File: src/rtl/median_driver.sv
// Initiator for the MEDIAN pixel protocol: reads 9-pixel windows from memory,
// streams them to MEDIAN, and writes each returned median back to memory.
module median_driver #(
    parameter int SIZE = 8,
    parameter int AW   = 10,
    parameter int TMO  = 60
) (
    input  logic            CLK,
    input  logic            nRST,
    input  logic            START,
    input  logic [AW-1:0]   SRC,
    input  logic [AW-1:0]   DST,
    input  logic [7:0]      N,
    output logic            BUSY,
    output logic            DONE,
    output logic            ERR,
    output logic [AW-1:0]   ADDR,
    output logic            RE,
    output logic            WE,
    output logic [SIZE-1:0] WDATA,
    input  logic [SIZE-1:0] RDATA,
    output logic [SIZE-1:0] PIX_O,
    output logic            PIX_V,
    input  logic [SIZE-1:0] MED_I,
    input  logic            MED_V
);
    localparam int TW = $clog2(TMO + 1);

    typedef enum logic [2:0] {S_IDLE, S_RD, S_GAP, S_WAIT, S_WR, S_FIN} state_t;

    state_t        state;
    logic [AW-1:0] src_q, dst_q;
    logic [7:0]    n_q, k;
    logic [3:0]    i;
    logic [TW-1:0] tmo_cnt;
    logic [7:0]    k_next;

    // First address of window kk: 9*kk formed in 12 bits, then added modulo 2^AW.
    function automatic logic [AW-1:0] win_base(input logic [AW-1:0] base, input logic [7:0] kk);
        logic [11:0] nine;
        nine = {1'b0, kk, 3'b000} + {4'b0000, kk};
        return base + AW'(nine);
    endfunction

    assign k_next = k + 8'd1;
    assign PIX_O  = RDATA;

    always_ff @(posedge CLK or negedge nRST) begin
        if (!nRST) begin
            state   <= S_IDLE;
            BUSY    <= 1'b0;
            DONE    <= 1'b0;
            ERR     <= 1'b0;
            RE      <= 1'b0;
            WE      <= 1'b0;
            PIX_V   <= 1'b0;
            ADDR    <= '0;
            WDATA   <= '0;
            src_q   <= '0;
            dst_q   <= '0;
            n_q     <= '0;
            k       <= '0;
            i       <= '0;
            tmo_cnt <= '0;
        end else begin
            RE    <= 1'b0;
            WE    <= 1'b0;
            DONE  <= 1'b0;
            // MEDIAN sees each pixel the cycle after its read, so DSI tracks RE by one.
            PIX_V <= RE;
            case (state)
                S_IDLE: begin
                    if (START) begin
                        src_q <= SRC;
                        dst_q <= DST;
                        n_q   <= N;
                        ERR   <= 1'b0;
                        k     <= '0;
                        i     <= '0;
                        if (N == 8'd0) begin
                            DONE  <= 1'b1;
                            state <= S_FIN;
                        end else begin
                            BUSY  <= 1'b1;
                            RE    <= 1'b1;
                            ADDR  <= SRC;
                            state <= S_RD;
                        end
                    end
                end
                S_RD: begin
                    if (i == 4'd8) begin
                        state <= S_GAP;
                    end else begin
                        i    <= i + 4'd1;
                        RE   <= 1'b1;
                        ADDR <= ADDR + AW'(1);
                    end
                end
                S_GAP: begin
                    tmo_cnt <= '0;
                    state   <= S_WAIT;
                end
                S_WAIT: begin
                    if (MED_V) begin
                        WDATA <= MED_I;
                        WE    <= 1'b1;
                        ADDR  <= dst_q + AW'(k);
                        state <= S_WR;
                    end else if (tmo_cnt == TW'(TMO - 1)) begin
                        // Result lost: flag it and abandon the remaining windows.
                        ERR   <= 1'b1;
                        DONE  <= 1'b1;
                        BUSY  <= 1'b0;
                        state <= S_FIN;
                    end else begin
                        tmo_cnt <= tmo_cnt + TW'(1);
                    end
                end
                S_WR: begin
                    k <= k_next;
                    if (k_next == n_q) begin
                        DONE  <= 1'b1;
                        BUSY  <= 1'b0;
                        state <= S_FIN;
                    end else begin
                        i     <= '0;
                        RE    <= 1'b1;
                        ADDR  <= win_base(src_q, k_next);
                        state <= S_RD;
                    end
                end
                S_FIN: begin
                    state <= S_IDLE;
                end
                default: begin
                    state <= S_IDLE;
                end
            endcase
        end
    end
endmodule

File: config.mk
export PLATFORM = sky130hd
export DESIGN_NAME = median_driver
export DESIGN_NICKNAME = d
export VERILOG_FILES = /design/src/rtl/median_driver.sv
export SDC_FILE = /design/constraint.sdc
export NUM_CORES = 1
export LEC_CHECK = 0
export CAP_MARGIN = 5
export CORE_MARGIN = 2
export CORE_UTILIZATION = 45
export DETAILED_ROUTE_END_ITERATION = 7
export GPL_ROUTABILITY_DRIVEN = 0
export PLACE_DENSITY = 0.72
export SLEW_MARGIN = 10
export SYNTH_ARGS = -nofsm -noshare
export SYNTH_HDL_FRONTEND = slang
export SYNTH_SLANG_ARGS = --single-unit
File: constraint.sdc
create_clock -name CLK -period 3.05 [get_ports CLK]
set_input_delay 0.61 -clock CLK [delete_from_list [all_inputs] [get_ports CLK]]
set_output_delay 0.61 -clock CLK [all_outputs]
set_load 0.01 [all_outputs]
==> results of run 1 <==
## synthesized netlist by cell type, drive strengths merged, types with 5 or more instances
| cell | instances | area (sq um) |
|---|---|---|
| nand2 | 126 | 475.5 |
| dfrtp | 73 | 1827 |
| o21ai | 36 | 191.4 |
| nor2 | 34 | 135.1 |
| ha | 27 | 337.8 |
| inv | 26 | 97.59 |
| a21oi | 23 | 118.9 |
| xnor2 | 21 | 183.9 |
| clkbuf | 15 | 56.30 |
| xor2 | 14 | 130.1 |
| nand3 | 13 | 70.07 |
| buf | 12 | 91.33 |
| a21o | 10 | 75.07 |
| mux2 | 9 | 101.4 |
| o31ai | 7 | 52.55 |
| a211oi | 6 | 50.05 |
| nand2b | 6 | 37.54 |
| nand4 | 6 | 37.54 |
| nor3 | 6 | 30.03 |
| and3 | 5 | 31.28 |
| fa | 5 | 100.1 |
| nor2b | 5 | 38.78 |
| o211ai | 5 | 37.54 |
## cell families after synthesis
kind of cell             Yosys count  synth area share
flip-flops                        73            0.3796
AND/OR/NAND/NOR                  227            0.2200
multiplexers                      12           0.02730
buffers and inverters             53           0.05096
XOR/XNOR                          37           0.07515
AO/OA/AOI/OAI                    115            0.1560
adder cells (fa/ha/maj)           32           0.09100
## layer usage
metal  vias up  global-route usage  part of all wire
met5         -                   0                 0
met4         0              0.1035             0.030
met3        29             0.05811             0.054
met2       127              0.3825              0.47
met1      2061              0.2913              0.44
li1       2055                   -                 -
## sequential cells by signal (all words and copies together), names as in the netlist, 3 cells and up
signal,flops
i,4
dst_q,10
src_q,10
k,8
WDATA,8
state,3
tmo_cnt,6
n_q,8
ADDR,10
## critical path, stage by stage, from the launching register on
cell	delay [ps]
dfrtp_2	410
and4_1	260
nand2_2	120
xor2_2	190
fa_1	490
inv_1	40
ha_1	350
o21a_1	160
o31a_1	200
o221ai_1	160
xnor2_1	150
o21ai_0	150
a41oi_1	130
## per-stage QoR
stage               setup TNS [ps]  cells  hold slack, ps
floorplan                        0    549           314.4
global placement                 0    748           374.0
detailed placement          -7.403    748           377.1
CTS                              0    765           237.5
global route                -54.35    767           261.2
finish                           0    767           229.8
## worst max-delay path by stage
| stage | from | end | slack [ps] |
|---|---|---|---|
| detailed placement | k[1]$_DFFE_PN0P_ | ADDR[6]$_DFFE_PN0P_ | -7 |
| floorplan | k[1]$_DFFE_PN0P_ | ADDR[6]$_DFFE_PN0P_ | 5 |
| global placement | k[1]$_DFFE_PN0P_ | ADDR[6]$_DFFE_PN0P_ | 100 |
| finish | k[1]$_DFFE_PN0P_ | ADDR[9]$_DFFE_PN0P_ | 140 |
| CTS | k[1]$_DFFE_PN0P_ | ADDR[6]$_DFFE_PN0P_ | 0.9 |
| global route | k[1]$_DFFE_PN0P_ | ADDR[6]$_DFFE_PN0P_ | -50 |
## area by class of cell
class,instances,area (sq um),area share
Clock buffer,9,123.9,0.02067
Clock inverter,7,102.6,0.01712
Inverter,26,97.59,0.01629
Multi-Input combinational cell,423,2805,0.4682
Sequential cell,73,1829,0.3053
Tap cell,136,170.2,0.02840
Timing Repair Buffer,93,863.3,0.1441
## report_power, final
group,internal (mW),switching (mW)
clock network,0.469,0.409
registers,1.35,0.376
logic,1.45,1.61
## repair_timing
item	in CTS	in global routing
endpoints found under the setup margin	1	4
pin swaps	3	3
buffers inserted	1	2
gates resized for setup	0	11
==> results list, run 1 <==
- Once placement finished, the instance area stood at 0.005694 sq mm.
* Number of warnings printed during yosys synthesis: 0
- CTS tree: yes
* H-Tree Depth: 3
* Area Growth Syn to Fin: 24.52%
- The core region is 0.01037 sq mm.
- The number of antenna diodes in the final layout is 0.
- Cell at the root of the clock tree: clkbuf_8
- Summed over all layers, the routed wires come to 12660 um.
- Final core area utilization: 0.5778
- Across the run, the number of max-cap violations was 0.
- Capture instance of the worst register-to-register path: ADDR[9]$_DFFE_PN0P_
- For this design the top-level I/O count stands at 80.
- Leakage: 2.771 nW
- Number of fill cells: 943
- The count of buffers added on input and output ports is 63.
* Maximum clock path buffer count: 2
- In the routed layout, each cell is associated on average with a via count of 5.570.
- Counting flops with a built-in enable in the synthesized netlist gives 0.
- Total number of clock tree sinks: 73
- Critical Path End Type: register
- For this configuration, the core starts out at a cell density of 0.4640.
* Number of cells on the worst reg-to-reg path: 12
* Number of clock buffers inserted by TritonCTS: 9
* Pre-CTS WS: -7.403 ps
* Worst setup path class: reg -> reg
* Setup Skew: 11.02 ps
- At the worst endpoint, the arrival time is 3160 ps.
- After routing the design area is 0.005992 sq mm.
- Number of endpoints with negative hold slack in the final report: 0
- The number of slew-limit violations in the final report was 0.
* Final setup violation count: 0
- Remaining antenna violation count: 0
* Proportion of register bits with asynchronous set or reset after synthesis: 1.000
* Reg-to-Reg Start: k[1]$_DFFE_PN0P_
* Slew @ Worst Pin: 705.9 ps
* Global-route wire length before repair: 20840 um
- Internal reg-to-reg setup slack: 140 ps
* Sequential cell area fraction in the yosys report: 0.3796
- Post-synthesis instance area: 0.004812 sq mm
- Peak supply drop: 0.4004 mV
- After clock tree synthesis, the flow added hold-fix buffers numbering 0.
- Grt ovf: 0
* Most common flop cell mapped by yosys: dfrtp_1
- Post-CTS clock slew at the launch and capture registers of the worst setup and hold paths: 90 ps
- Synth Register Bits: 73
* Crit path setup slack, layout: 135.5 ps
- Power density cells: 945.1 mW/mm^2
- Die outline height: 107.4 um
- After synthesis, the mean cell area works out to 8.765 sq um.
* Final worst path period share: 0.9556
* Nets@finish: 706
- The initial antenna violation count is 0.
- Min cycle time layout: 2915 ps
- The library cells used most frequently in the layout, excluding fill and tap cells, are 125 x nand2_1, 71 x dfrtp_1, 62 x clkdlybuf4s50_1.
- Worst path required time: 3300 ps
* RSZ-0062 raised after global routing: yes
- Worst Setup Start Kind: register
- In the routed design, unresolved DRC markers number 0.
- Number of standard-cell rows in the floorplan: 37
- Total iterations of the first detailed-routing run: 5
- Max-Slew Margin vs Limit: 0.5294
- Maximum number of pins on one net before global-route repair: 51
- The design draws 5.663 mW.
- Via count of the first global-routing pass: 4354
* Min-delay worst type: in -> async
- Counting distinct cell types in the post-synthesis netlist gives 62.
* Run status: complete, no violations
- Fmax: 0.3431 GHz
- Total die area: 0.01154 sq mm
- Largest fanout of any net on the critical path: 5
- Total routing usage reported by global routing: 0.2333
- Clk Latency, worst-skew pair: 370 ps
* Post-synthesis instance total: 549
- Synthesis produced a netlist with a net count of 629.
* 1st-iter DRT viols: 316
- Across all layers, the routed design uses 4272 vias.
* Mean routed wirelength per cell: 16.50 um
- Summed over all nets, the half-perimeter wirelength after detailed placement is 9579 um.
* Commonest non-fill, non-tap cell in the layout: nand2_1
* Die width: 107.4 um
- Fraction of final layout cells sized beyond drive strength 1: 0.1220
Note: power is estimated with default switching activity, not from simulation.
==> run 2: changes to the inputs <==
--- a/config.mk
+++ b/config.mk
@@ -9,7 +9,7 @@
 export CORE_MARGIN = 2
 export CORE_UTILIZATION = 45
 export DETAILED_ROUTE_END_ITERATION = 7
-export GPL_ROUTABILITY_DRIVEN = 0
+export GPL_ROUTABILITY_DRIVEN = 1
 export PLACE_DENSITY = 0.72
 export SLEW_MARGIN = 10
 export SYNTH_ARGS = -nofsm -noshare
==> run 2 against run 1 <==
Fmax down 2.0%. Non-clock buffer count down 1. Combinational power about the same. Clock skew down 3.2 ps. Hold slack better by 8.6 ps. Sequential share of layout area up 0.13 points. Flip-flop and latch count unchanged. Power down 0.91%. Die area unchanged. Clock-buffer cell count unchanged. First-iteration DRC count down 14%. Critical endpoint is now ADDR[8]$_DFFE_PN0P_.
==> results list, run 2 (synthesis results as in run 1) <==
- The run finished with clean final reports.
* Peak supply drop: 0.3247 mV
- The finished layout holds 766 standard cells, fillers aside.
* Post-CTS clock slew at the launch and capture registers of the worst setup and hold paths: 90 ps
* Grt ovf: 0
* 1st-iter DRT viols: 271
- The final layout contains routed wiring with a total length of 12760 um.
- Cell at the root of the clock tree: clkbuf_8
* Power density cells: 941.1 mW/mm^2
* Registers with the most flip-flops: ADDR: 10 flops, dst_q: 10 flops, src_q: 10 flops
* Internal reg-to-reg setup slack: 80 ps
* Design internal power: 3.183 mW
* Count of antenna diodes in the layout: 0
* Die width: 107.4 um
- Final setup violation count: 0
* Clock power share: 0.147
- Worst setup path class: reg -> reg
* Slew @ Worst Pin: 666.5 ps
* Maximum clock path buffer count: 2
- Global placer's final weighted congestion: 0.9361
- Fmax: 0.3363 GHz
- Area Growth Syn to Fin: 23.92%
- Data arrives at the worst endpoint at 3250 ps.
- Together, buffers and inverters on the worst path number 1.
- Initial cell density of the core: 0.4640
* Residual DRC: 0
- In the routed layout, each cell is associated on average with a via count of 5.538.
- Prior to clock tree synthesis, the placed netlist has a worst setup slack of 35.60 ps.
- In this run the worst path has a maximum fanout of 4.
- The share of total power dissipated in sequential elements is 0.308.
- Switching component of the power: 2.429 mW
- Number of cells on the worst reg-to-reg path: 13
* Number of antenna violations at the first check in global routing: 0
- The library cell used most frequently in the layout, excluding fill and tap cells, is nand2_1.
- In this run, placement finished with an instance count of 747.
* Remaining antenna violation count: 0
- Combinational fraction of design power: 0.546
- Entering global routing, the biggest net connects 51 pins.
* Clk Latency, worst-skew pair: 360 ps
- The kind of cell with the highest combined delay along the critical path is adder cells.
- Max Transition Viols Final: 0
- Final total power: 5.612 mW
- Dividing the detail-routed wire length by the instance count gives 16.65 um.
* Worst Setup Start Kind: register
* Slowest cell delay on critical path: 490 ps
- 80 I/O pins were placed.
- Of the total power, the share spent switching nets is 0.4329.
- The startpoint identified for the worst register-to-register timing path is k[1]$_DFFE_PN0P_.
- In the layout the commonest cells are 125 x nand2_1, 72 x dfrtp_1, 62 x clkdlybuf4s50_1.
- The first global-routing pass estimated 20700 um of wire.
- The critical path runs through a total of 13 cells.
- CTS built an H-tree with a depth of 3.
- Number of fill cells: 928
- Startpoint of the worst setup timing path: k[1]$_DFFE_PN0P_
- Fraction of final layout cells sized beyond drive strength 1: 0.1143
* Min cycle time layout: 2973 ps
* Critical Path End Type: register
* Via count of the first global-routing pass: 4246
* Number of endpoints with negative hold slack in the final report: 0
- Hold repair after CTS inserted 0 buffers.
- Setup TNS after final layout: 0 ps
- Total number of clock tree sinks: 73
- The worst path meets setup with 76.74 ps of slack.
- For this run, the detailed router's first-pass iteration total came to 4.
* Min-delay worst type: in -> async
- Max-Slew Margin vs Limit: 0.5556
- Row generation in the floorplan step produced 37 rows.
- Count of input and output buffers: 63
* Slowest stage cell, crit path: fa_1
* Setup Skew: 7.790 ps
- Number of clock buffers inserted by TritonCTS: 9
- Ordered list of cells on the worst path: ha_4 -> nand3_4 -> xor2_2 -> fa_1 -> inv_1 -> ha_1 -> o21ai_1 -> o21bai_2 -> or3_1 -> a31oi_1 -> xnor2_1 -> a21oi_1 -> a32oi_1
* RSZ-0062 raised after global routing: yes
* Total routing usage reported by global routing: 0.2294
* Max Cap Violations: 0
- Worst path required time: 3330 ps
* Leakage: 2.759 nW
- Nets@finish: 705
- CORE AREA: 0.01037 sq mm
* Capture instance of the worst register-to-register path: ADDR[8]$_DFFE_PN0P_
- TritonCTS built the clock tree.
* Total die area: 0.01154 sq mm
* Detailed-placement wirelength estimate: 9620 um
* Setup crit end: ADDR[8]$_DFFE_PN0P_
* Die outline height: 107.4 um
* Final worst path period share: 0.9748
- Vias: 4242
## run 2: cell types whose count changed in the layout (fill, tap and decap cells not counted), moves of 2 or more
cell / previous run / this run
xor2_2: 4 / 2
clkinv_4: 2 / 0
inv_8: 0 / 2
xor2_1: 10 / 12
## run 2: final cells by class
class | instances | area, sq um | area share
multi-input combinational | 423 | 2803 | 0.4700
timing repair buffer | 92 | 855.8 | 0.1435
tap | 136 | 170.2 | 0.02854
clock inverter | 7 | 85.08 | 0.01427
inverter | 26 | 97.59 | 0.01637
sequential | 73 | 1828 | 0.3065
clock buffer | 9 | 123.9 | 0.02077
## run 2: worst min path at each step
stage / from / end / slack [ps] / depth (start not counted)
final: nRST / n_q[4]$_DFFE_PN0P_ / 240 / 1
after global routing: nRST / n_q[4]$_DFFE_PN0P_ / 280 / 1
after CTS: nRST / n_q[4]$_DFFE_PN0P_ / 250 / 1
after detailed placement: RE$_DFF_PN0_ / PIX_V$_DFF_PN0_ / 370 / 0
after global placement: RE$_DFF_PN0_ / PIX_V$_DFF_PN0_ / 380 / 0
after floorplan: nRST / ADDR[0]$_DFFE_PN0P_ / 310 / 0
## run 2: metrics by stage
step / utilization / cell area (sq um) / hold WS, ps
after floorplan: - / 4826 / 314.4
after global placement: 0.5484 / 5687 / 377.8
after detailed placement: 0.5484 / 5687 / 367.6
after CTS: 0.5685 / 5896 / 252.8
after global routing: 0.5750 / 5963 / 278.2
final: 0.5750 / 5963 / 238.4
## run 2: power by group through the flow
stage | Sequential (mW) | Combinational (mW) | Clock (mW)
6_report | 1.73 | 3.06 | 0.822
5_1_grt | 1.78 | 3.39 | 0.880
4_1_cts | 1.72 | 2.97 | 0.840
3_5_place_dp | 1.74 | 2.94 | 0
3_3_place_gp | 1.73 | 2.86 | 0
2_1_floorplan | 1.68 | 1.95 | 0
## run 2: routing by layer
| metal | track usage | wire, um | vias up | share of wire |
|---|---|---|---|---|
| li1 | - | - | 2052 | - |
| met1 | 0.2993 | 5643 | 2042 | 0.44 |
| met2 | 0.3797 | 6124 | 120 | 0.48 |
| met3 | 0.03027 | 588 | 28 | 0.046 |
| met4 | 0.1053 | 399 | 0 | 0.031 |
| met5 | 0 | 0 | - | 0 |
## run 2: worst reg2reg max path, cell delays in order, from the launching register on
cell	delay (ps)
dfrtp_1	440
ha_4	190
nand3_4	90
xor2_2	170
fa_1	490
inv_1	40
ha_1	300
o21ai_1	100
o21bai_2	110
or3_1	310
a31oi_1	230
xnor2_1	160
a21oi_1	90
a32oi_1	200
## run 2: repair_timing
| action | in CTS | in global routing |
|---|---|---|
| resized for setup | 0 | 9 |
| setup buffers | 0 | 3 |
| endpoints found under the hold margin | 0 | 0 |
| endpoints found under the setup margin | 0 | 5 |
==> run 3: changes to the inputs <==
--- a/config.mk
+++ b/config.mk
@@ -5,11 +5,12 @@
 export SDC_FILE = /design/constraint.sdc
 export NUM_CORES = 1
 export LEC_CHECK = 0
-export CAP_MARGIN = 5
+export CAP_MARGIN = 25
 export CORE_MARGIN = 2
 export CORE_UTILIZATION = 45
 export DETAILED_ROUTE_END_ITERATION = 7
 export GPL_ROUTABILITY_DRIVEN = 1
+export HOLD_SLACK_MARGIN = 0.02
 export PLACE_DENSITY = 0.72
 export SLEW_MARGIN = 10
 export SYNTH_ARGS = -nofsm -noshare
==> results of run 3 <==
Final layout, timing and power as in run 2 (identical DEF).
